==> config.mk <==
export PLATFORM = sky130hd
export DESIGN_NAME = vjtag_bus_ctrl
export DESIGN_NICKNAME = d
export VERILOG_FILES = /design/src/rtl/vjtag_pkg.sv /design/src/rtl/vjtag_dr_shift.sv /design/src/rtl/vjtag_bus_ctrl.sv
export SDC_FILE = /design/constraint.sdc
export NUM_CORES = 1
export LEC_CHECK = 0
export CORE_MARGIN = 2
export CORE_UTILIZATION = 55
export DETAILED_ROUTE_END_ITERATION = 10
export HOLD_SLACK_MARGIN = 0.12
export PLACE_DENSITY_LB_ADDON = 0.2
export SLEW_MARGIN = 20
export SYNTH_ARGS = -nofsm -noshare
export SYNTH_HDL_FRONTEND = slang
export SYNTH_SLANG_ARGS = --single-unit
==> constraint.sdc <==
create_clock -name tck -period 11.6 [get_ports tck]
set_clock_uncertainty 0.05 [all_clocks]
set_input_delay 1.74 -clock tck [delete_from_list [all_inputs] [get_ports tck]]
set_output_delay 1.74 -clock tck [all_outputs]
set_load 0.02 [all_outputs]
==> src/rtl/vjtag_pkg.sv <==
// ============================================================================
// vjtag_pkg : shared IR opcodes, FSM encodings and ir_out bit positions
// Rev 1.0   : initial release
// ============================================================================
`default_nettype none

package vjtag_pkg;

  localparam int IR_W = 4;

  localparam logic [IR_W-1:0] IR_BYPASS = 4'h0;
  localparam logic [IR_W-1:0] IR_ID     = 4'h1;
  localparam logic [IR_W-1:0] IR_ADDR   = 4'h2;
  localparam logic [IR_W-1:0] IR_WRITE  = 4'h3;
  localparam logic [IR_W-1:0] IR_READ   = 4'h4;
  localparam logic [IR_W-1:0] IR_STATUS = 4'h5;

  typedef enum logic [2:0] {
    OP_BYPASS = 3'd0,
    OP_ID     = 3'd1,
    OP_ADDR   = 3'd2,
    OP_WRITE  = 3'd3,
    OP_READ   = 3'd4,
    OP_STATUS = 3'd5
  } op_e;

  typedef logic [1:0] state_t;
  localparam state_t ST_IDLE = 2'd0;
  localparam state_t ST_REQ  = 2'd1;
  localparam state_t ST_DONE = 2'd2;

  localparam int IRO_BUSY     = 3;
  localparam int IRO_OVERRUN  = 2;
  localparam int IRO_RD_VALID = 1;

  // Unused opcodes fall back to BYPASS so the chain length stays at one bit.
  function automatic op_e decode_ir(input logic [IR_W-1:0] ir);
    case (ir)
      IR_ID:     return OP_ID;
      IR_ADDR:   return OP_ADDR;
      IR_WRITE:  return OP_WRITE;
      IR_READ:   return OP_READ;
      IR_STATUS: return OP_STATUS;
      default:   return OP_BYPASS;
    endcase
  endfunction

  function automatic int dr_width(input int addr_w, input int data_w);
    int w;
    w = 32;
    if (addr_w > w) w = addr_w;
    if (data_w > w) w = data_w;
    return w;
  endfunction

endpackage

`default_nettype wire

==> src/rtl/vjtag_dr_shift.sv <==
// ============================================================================
// vjtag_dr_shift : LSB-first DR shift register with capture load, bypass bit
//                  and tdo select (tdo comes straight from flops)
// Rev 1.0        : initial release
// ============================================================================
`default_nettype none

module vjtag_dr_shift #(
  parameter int W = 32
) (
  input  logic         tck,
  input  logic         rst,
  input  logic         tdi,
  input  logic         cdr,
  input  logic         sdr,
  input  logic         load_en,
  input  logic [W-1:0] load_val,
  input  logic         bypass_sel,
  output logic         tdo,
  output logic [W-1:0] sr
);

  logic [W-1:0] sr_q, sr_d;
  logic         bypass_q, bypass_d;

  always_comb begin
    sr_d     = sr_q;
    bypass_d = bypass_q;
    if (cdr) begin
      if (load_en)    sr_d     = load_val;
      if (bypass_sel) bypass_d = 1'b0;
    end else if (sdr) begin
      sr_d = {tdi, sr_q[W-1:1]};
      if (bypass_sel) bypass_d = tdi;
    end
  end

  always_ff @(posedge tck or posedge rst) begin
    if (rst) begin
      sr_q     <= '0;
      bypass_q <= 1'b0;
    end else begin
      sr_q     <= sr_d;
      bypass_q <= bypass_d;
    end
  end

  assign tdo = bypass_sel ? bypass_q : sr_q[0];
  assign sr  = sr_q;

endmodule

`default_nettype wire

==> src/rtl/vjtag_bus_ctrl.sv <==
// ============================================================================
// vjtag_bus_ctrl : Virtual JTAG endpoint to req/ack register-bus master.
//                  Define VJTAG_AUTOINC_EN for post-transaction address increment.
// Rev 1.0        : initial release
// ============================================================================
`default_nettype none

module vjtag_bus_ctrl
  import vjtag_pkg::*;
#(
  parameter int          ADDR_W  = 16,
  parameter int          DATA_W  = 32,
  parameter logic [31:0] USER_ID = 32'h5654_4A31
) (
  input  logic              tck,
  input  logic              rst,
  input  logic              tdi,
  output logic              tdo,
  input  logic [IR_W-1:0]   ir_in,
  output logic [IR_W-1:0]   ir_out,
  input  logic              virtual_state_cdr,
  input  logic              virtual_state_sdr,
  input  logic              virtual_state_e1dr,
  input  logic              virtual_state_pdr,
  input  logic              virtual_state_e2dr,
  input  logic              virtual_state_udr,
  input  logic              virtual_state_cir,
  input  logic              virtual_state_uir,
  output logic              bus_req,
  output logic              bus_we,
  output logic [ADDR_W-1:0] bus_addr,
  output logic [DATA_W-1:0] bus_wdata,
  input  logic              bus_ack,
  input  logic [DATA_W-1:0] bus_rdata
);

  localparam int W = dr_width(ADDR_W, DATA_W);

  op_e               op;
  logic              busy;
  logic              launch;
  logic              cap_en;
  logic [W-1:0]      cap_val;
  logic [W-1:0]      sr;

  state_t            state_q, state_d;
  logic [ADDR_W-1:0] addr_q, addr_d;
  logic [ADDR_W-1:0] bus_addr_q, bus_addr_d;
  logic [DATA_W-1:0] wdata_q, wdata_d;
  logic              we_q, we_d;
  logic [DATA_W-1:0] rd_hold_q, rd_hold_d;
  logic              rd_valid_q, rd_valid_d;
  logic              overrun_q, overrun_d;

  assign op   = decode_ir(ir_in);
  assign busy = (state_q != ST_IDLE);

  always_comb begin
    cap_en  = 1'b1;
    cap_val = '0;
    case (op)
      OP_ID:     cap_val = W'(USER_ID);
      OP_ADDR:   cap_val = W'(addr_q);
      OP_WRITE:  cap_val = '0;
      OP_READ:   cap_val = W'(rd_hold_q);
      OP_STATUS: cap_val = W'({busy, overrun_q, rd_valid_q, busy});
      default:   cap_en  = 1'b0;
    endcase
  end

  vjtag_dr_shift #(
    .W (W)
  ) u_dr_shift (
    .tck        (tck),
    .rst        (rst),
    .tdi        (tdi),
    .cdr        (virtual_state_cdr),
    .sdr        (virtual_state_sdr),
    .load_en    (cap_en),
    .load_val   (cap_val),
    .bypass_sel (op == OP_BYPASS),
    .tdo        (tdo),
    .sr         (sr)
  );

  always_comb begin
    state_d    = state_q;
    addr_d     = addr_q;
    bus_addr_d = bus_addr_q;
    wdata_d    = wdata_q;
    we_d       = we_q;
    rd_hold_d  = rd_hold_q;
    rd_valid_d = rd_valid_q;
    overrun_d  = overrun_q;
    launch     = 1'b0;

    if (virtual_state_cdr) begin
      if (op == OP_READ)   rd_valid_d = 1'b0;
      if (op == OP_STATUS) overrun_d  = 1'b0;
    end

    // A read completing on the same edge as a READ capture keeps rd_valid set.
    case (state_q)
      ST_REQ: begin
        if (bus_ack) begin
          state_d = ST_DONE;
          if (!we_q) begin
            rd_hold_d  = bus_rdata;
            rd_valid_d = 1'b1;
          end
        end
      end
      ST_DONE: begin
        state_d = ST_IDLE;
`ifdef VJTAG_AUTOINC_EN
        addr_d  = addr_q + ADDR_W'(1);
`endif
      end
      default: ;
    endcase

    // Commits come after the increment so an explicit ADDR update wins.
    if (virtual_state_udr) begin
      case (op)
        OP_ADDR: addr_d = sr[W-1 -: ADDR_W];
        OP_WRITE: begin
          if (busy) begin
            overrun_d = 1'b1;
          end else begin
            wdata_d = sr[W-1 -: DATA_W];
            we_d    = 1'b1;
            launch  = 1'b1;
          end
        end
        OP_READ: begin
          if (busy) begin
            overrun_d = 1'b1;
          end else begin
            we_d   = 1'b0;
            launch = 1'b1;
          end
        end
        default: ;
      endcase
    end

    if (launch) begin
      bus_addr_d = addr_q;
      state_d    = ST_REQ;
    end
  end

  always_ff @(posedge tck or posedge rst) begin
    if (rst) begin
      state_q    <= ST_IDLE;
      addr_q     <= '0;
      bus_addr_q <= '0;
      wdata_q    <= '0;
      we_q       <= 1'b0;
      rd_hold_q  <= '0;
      rd_valid_q <= 1'b0;
      overrun_q  <= 1'b0;
    end else begin
      state_q    <= state_d;
      addr_q     <= addr_d;
      bus_addr_q <= bus_addr_d;
      wdata_q    <= wdata_d;
      we_q       <= we_d;
      rd_hold_q  <= rd_hold_d;
      rd_valid_q <= rd_valid_d;
      overrun_q  <= overrun_d;
    end
  end

  assign bus_req   = (state_q == ST_REQ);
  assign bus_we    = we_q;
  assign bus_addr  = bus_addr_q;
  assign bus_wdata = wdata_q;

  always_comb begin
    ir_out               = '0;
    ir_out[IRO_BUSY]     = busy;
    ir_out[IRO_OVERRUN]  = overrun_q;
    ir_out[IRO_RD_VALID] = rd_valid_q;
  end

  // Pause/IR strobes carry no behaviour here; low bits of sr beyond N are don't-care.
  logic unused_ok;
  assign unused_ok = &{1'b0, virtual_state_e1dr, virtual_state_pdr, virtual_state_e2dr,
                       virtual_state_cir, virtual_state_uir, ^sr};

endmodule

`default_nettype wire

==> results.yml, run 1 <==
cells_and_area:
  fin_nets: 561
  area_growth_pct: 29.3
  final_area_um2: 7280
  diodes: 0
  drive_gt1_share_pct: 25.3
clock_network:
  clkTransAtPathRegs_ns: 0.06
  clock_latency_ns: 0.51
  post_cts_buffers: 0
  cts_resized: 0
  cts_buffers: 17
  clockBufferDepth: 2
  cts_root_buf: "clkbuf_8"
  cts_tree: "built"
  h-tree-depth: 4
  clock_sinks: 134
  postCtsHoldBufs: 0
worst_setup_path:
  r2r_slack_ns: 9.39
  max_stage_delay_ns: 0.78
  r2r_cells: 4
  criticalPathCategory: "in2out"
  critical_path_arrival_ns: 4.16
  end_kind: "output pin"
  cp_slowest_cell: "clkdlybuf4s50_1"
  cpMostUsedCell: "clkdlybuf4s50_1"
  crit_fanout: 19
  cp_data_required_time_ns: 9.81
  cp-start-kind: "primary input"
  cp_cell_sequence: "clkdlybuf4s50_1 > or3_1 > and3b_1 > mux2_2 > clkdlybuf4s50_1"
pwr:
  pwr-share-seq_pct: 43.1
  switching_share_pct: 27.8
  p_leak_uw: 0.00325
  power_frac_comb_pct: 20.9
  ir_drop_uv: 122
  pwr_density_cell_nw_per_um2: 212
  internal_power_uw: 1110
  pwr-share-clk_pct: 36.0
  p_total_uw: 1540
  p_switching_uw: 429
global_routing:
  gr-total-overflow: 0
  grt_max_degree: 82
  antenna_found_initial: 0
  grt_use_total_pct: 24.2
  grt_pass1_vias: 3889
  grt_pass1_wl_um: 20600
timing:
  rsz0062_at_grt: "no"
  slew_headroom_pct: 33.8
  finalSetupViolations: 0
  min_period_ns: 5.95
  hold_viol_final: 0
  tightest_slew_ns: 0.992
  max_freq_mhz: 168
  tns_ns: 0
  slew_violations: 0
  hold_ws_ns: 0.441
  min_period_over_period_pct: 51.3
min_path:
  hp-class: "reg2reg"
  worst_hold_path.num_cells: 1
status:
  status: "finished clean"
yosys:
  synth_cell_types: 35
  syn_area_um2: 5630
  synth.ff_latch_count: 134
  yosysSeqAreaShare_pct: 59.6
  async_flop_share_pct: 100
  synth_cells: 424
  syn_nets: 472
  synthFlopType: "dfrtp_1"
  postSynthAreaPerCell_um2: 13.3
  yosysWarnings: 0
  synth-edff-count: 0
drt:
  drcViolationCount: 0
  ant_nets: 0
  dr.first_iter.drc_count: 190
  wl_um: 12600
  drt-wirelength-per-cell_um: 19.2
  vias_per_cell: 5.84
  num_vias: 3849
  drt_pre_antenna_iters: 4
place:
  port_buffers: 96
  placed_area_um2: 6650
  gp_routability_congestion: 0.791
  hpwl_um: 8360
die:
  dieHeight_um: 105
  coreArea_um2: 9860
  start_util_pct: 57.1
  boundaryPins: 103
  die_x_um: 105
  fp-row-count: 36
  die_area_um2: 11100
flow_run:
  drv_cap: 0
==> final cells by class <==
class                           count  area, um^2
Inverter                            5        21.3
Clock inverter                     14         199
Clock buffer                       18         418
Tap cell                          133         166
Sequential cell                   134        3350
Multi-Input combinational cell    253        2110
Fill cell                         646        2590
Timing Repair Buffer              102        1010
==> worst max-delay path, delay by kind of cell <==
| kind | cells | cell delay (ns) |
|---|---|---|
| AND/OR/NAND/NOR | 2 | 0.78 |
| multiplexers | 1 | 0.25 |
| buffers and inverters | 2 | 1.38 |
==> power by group through the flow <==
stage	Combinational, uW	Sequential, uW	Clock (uW)
floorplan	179	677	0
global placement	313	665	0
detailed placement	322	671	0
CTS	325	664	563
global route	348	678	584
finish	323	665	555
==> kinds of logic (layout without fill, tap and decap cells) <==
kind of cell           count (synthesis)  count (layout)  share of synthesized area (%)
AOI/OAI and AO/OA                     92              92                           11.5
and+or+nand+nor                       63              63                           6.14
DFF                                  134             134                           59.6
other                                  1               1                         0.0666
muxes                                 97              97                           19.4
buffers and inverters                 37             139                           3.33
==> through the flow <==
step                      setup WS, ns  utilization [%]  cells
after floorplan                   6.23                -    424
after detailed placement          5.73             67.4    627
after CTS                         5.71             73.7    659
final                             5.65             73.8    659
after global placement            5.77             67.4    627
after global routing              5.57             73.8    659
==> path summary, 6_finish.rpt <==
check | startpoint | end
max in group asynchronous | rst | rd_hold_q[27]
hold reg to reg | bus_addr[0] | bus_addr[0]
min in group asynchronous | rst | bus_wdata[2]
setup / recovery | ir_in[1] | tdo
hold / removal | bus_addr[0] | bus_addr[0]
setup reg to reg | state_q[0] | bus_addr[13]
==> synth_stat cells, types with 2 or more instances <==
library cell	n	area, um^2
a21o_1	2	15.0
a21oi_1	12	60.1
a221o_1	15	150
a22o_1	2	17.5
a22oi_1	22	165
a31oi_1	11	68.8
buf_2	15	75.1
buf_4	4	30.0
buf_6	2	22.5
clkbuf_1	11	41.3
dfrtp_1	134	3350
inv_1	5	18.8
mux2_1	9	101
mux2_2	88	991
nand2_1	24	90.1
nand3b_1	2	15.0
nor2_1	10	37.5
nor2b_1	15	93.8
nor4b_2	2	30.0
o21ai_0	20	100
o22a_1	5	43.8
==> placed cells by master, fill, tap and decap left out, types with 2 or more instances in the layout <==
cell type	netlist	routed
a21o_1	2	2
a21oi_1	12	12
a221o_1	15	15
a22o_1	2	2
a22oi_1	22	22
a31oi_1	11	10
buf_4	4	6
bufinv_16	0	4
clkbuf_16	0	16
clkdlybuf4s50_1	0	96
clkinv_4	0	2
clkinvlp_4	0	4
dfrtp_1	134	134
inv_1	5	4
inv_6	0	3
mux2_1	9	9
mux2_2	88	88
nand2_1	24	24
nand3b_1	2	2
nor2_1	10	9
nor2_2	1	2
nor2b_1	15	15
o21ai_0	20	20
o22a_1	5	5
==> layer usage <==
layer / GRT usage, % / wire [um] / up-vias
met5: 0 / 0 / -
met4: 6.38 / 104 / 0
met3: 5.99 / 645 / 10
met2: 40.1 / 6450 / 129
met1: 32.2 / 5440 / 1973
li1: - / - / 1737
==> flip-flops by register name (all words and copies together) (netlist names) <==
signal               count
addr_q                  16
bus_addr                16
bus_wdata               32
bus_we                   1
overrun_q                1
rd_hold_q               32
rd_valid_q               1
state_q                  2
u_dr_shift.bypass_q      1
u_dr_shift.sr           32
Note: power is estimated with default switching activity, not from simulation.
==> run 2, diff against run 1 <==
CORE_UTILIZATION = 52   (was 55)
clock period = 5.64 ns   (was 11.6 ns; I/O delays follow)
==> run 2 against run 1 <==
  * Routed wire length down 0.88%
  * Power up 100%
  * Worst hold slack worse by 0.0024 ns
  * Utilization down 3.8 points
  * Sequential share of layout area down 0.063 points
  * Clock power up 100%
  * First-iteration DRC count down 3.7%
  * Die area up 5.6%
  * Via count down 1.1%
==> results.yml, run 2 (synthesis gave the netlist of run 1 again) <==
clock_network:
  h-tree-depth: 4
  cts_tree: "built"
  cts_root_buf: "clkbuf_8"
  clockBufferDepth: 2
  cts_resized: 0
  post_cts_buffers: 0
  clkTransAtPathRegs_ns: 0.06
  cts_buffers: 17
  postCtsHoldBufs: 0
  clock_latency_ns: 0.51
  clock_sinks: 134
pwr:
  ir_drop_uv: 253
  pwr_density_cell_nw_per_um2: 433
  p_leak_uw: 0.00327
cells_and_area:
  fillers: 719
  mostFrequentLayoutCell: "dfrtp_1"
  regArea_um2: 3350
  diodes: 0
  area_growth_pct: 29.5
  layout_common_cells: "dfrtp_1, clkdlybuf4s50_1, mux2_2"
  multi_input_area_um2: 2110
  drive_gt1_share_pct: 25.6
  fin_nets: 564
worst_setup_path:
  critical_path_arrival_ns: 3.25
  cp-start-kind: "primary input"
  end_kind: "output pin"
  crit_fanout: 19
  criticalPathCategory: "in2out"
  cp_data_required_time_ns: 4.74
drt:
  wl_um: 12500
  drt_pre_antenna_iters: 5
  ant_nets: 0
  num_vias: 3805
  vias_per_cell: 5.73
  drt-wirelength-per-cell_um: 18.9
  drcViolationCount: 0
  dr.first_iter.drc_count: 183
timing:
  tns_ns: 0
  slew_violations: 0
  finalSetupViolations: 0
  hold_viol_final: 0
  max_freq_mhz: 241
  min_period_over_period_pct: 73.5
  layout_setup_ws_ns: 1.49
  tightest_slew_ns: 0.848
  min_period_ns: 4.15
  rsz0062_at_grt: "no"
  slew_headroom_pct: 43.3
die:
  die_x_um: 108
  die_area_um2: 11700
  fp-row-count: 37
  start_util_pct: 54.0
  coreArea_um2: 10400
  boundaryPins: 103
  dieHeight_um: 108
flow_run:
  drv_cap: 0
min_path:
  hp-class: "reg2reg"
global_routing:
  grt_max_degree: 49
  antenna_found_initial: 0
  grt_pass1_wl_um: 20300
  grt_pass1_vias: 3872
  gr-total-overflow: 0
  grt_use_total_pct: 23.1
place:
  hpwl_um: 8630
  port_buffers: 96
  gp_routability_congestion: 0.789
  place_ws_ns: 1.57
status:
  status: "finished clean"
==> run 2: cell types whose count changed in the layout (fill, tap and decap cells not counted) <==
cell,before,now
clkinv_4,2,1
clkinv_2,1,2
inv_6,3,1
buf_4,6,9
clkbuf_8,1,2
nand4_2,0,1
nand4_4,1,0
==> run 2: worst paths after layout <==
check                            start                end  slack (ns)  cells past startpoint
setup / recovery              ir_in[1]                tdo        1.49                      5
hold / removal             bus_addr[1]        bus_addr[1]        0.44                      1
setup reg to reg            state_q[0]      bus_wdata[24]        3.27                      5
hold reg to reg            bus_addr[1]        bus_addr[1]        0.44                      1
max in group asynchronous          rst  u_dr_shift.sr[29]        3.87                      3
min in group asynchronous          rst       rd_hold_q[2]        0.68                      2
==> run 2: stage by stage <==
stage / hold WS (ns) / instances / cell area [um^2] / utilization, % / power, uW
floorplan: 0.418 / 424 / 5630 / - / 1760
global placement: 0.423 / 633 / 6680 / 64.1 / 2010
detailed placement: 0.430 / 633 / 6680 / 64.1 / 2040
CTS: 0.446 / 664 / 7290 / 70.0 / 3170
global route: 0.459 / 664 / 7290 / 70.0 / 3300
finish: 0.439 / 664 / 7290 / 70.0 / 3150
==> run 2: where the power goes <==
group	switching, uW	internal (uW)
clock	399	727
sequential	161	1200
combinational	297	371
==> run 2: area by class of cell <==
cell class / instances / share of cell area, %
clock buffer: 19 / 5.92
clock inverter: 12 / 2.44
inverter: 5 / 0.292
multi-input combinational: 253 / 28.9
sequential: 134 / 46.0
tap: 136 / 2.33
timing repair buffer: 105 / 14.1
==> run 2: metal layers <==
layer | track usage, % | part of all wire, %
met3 | 5.06 | 5.0
met5 | 0 | 0
met1 | 31.2 | 43
met2 | 37.4 | 51
met4 | 7.88 | 1.1
==> run 2: critical path, cell delays in order <==
cell,delay [ns]
clkdlybuf4s50_1,0.76
or3_1,0.57
and3b_1,0.23
mux2_2,0.24
clkdlybuf4s50_1,0.59
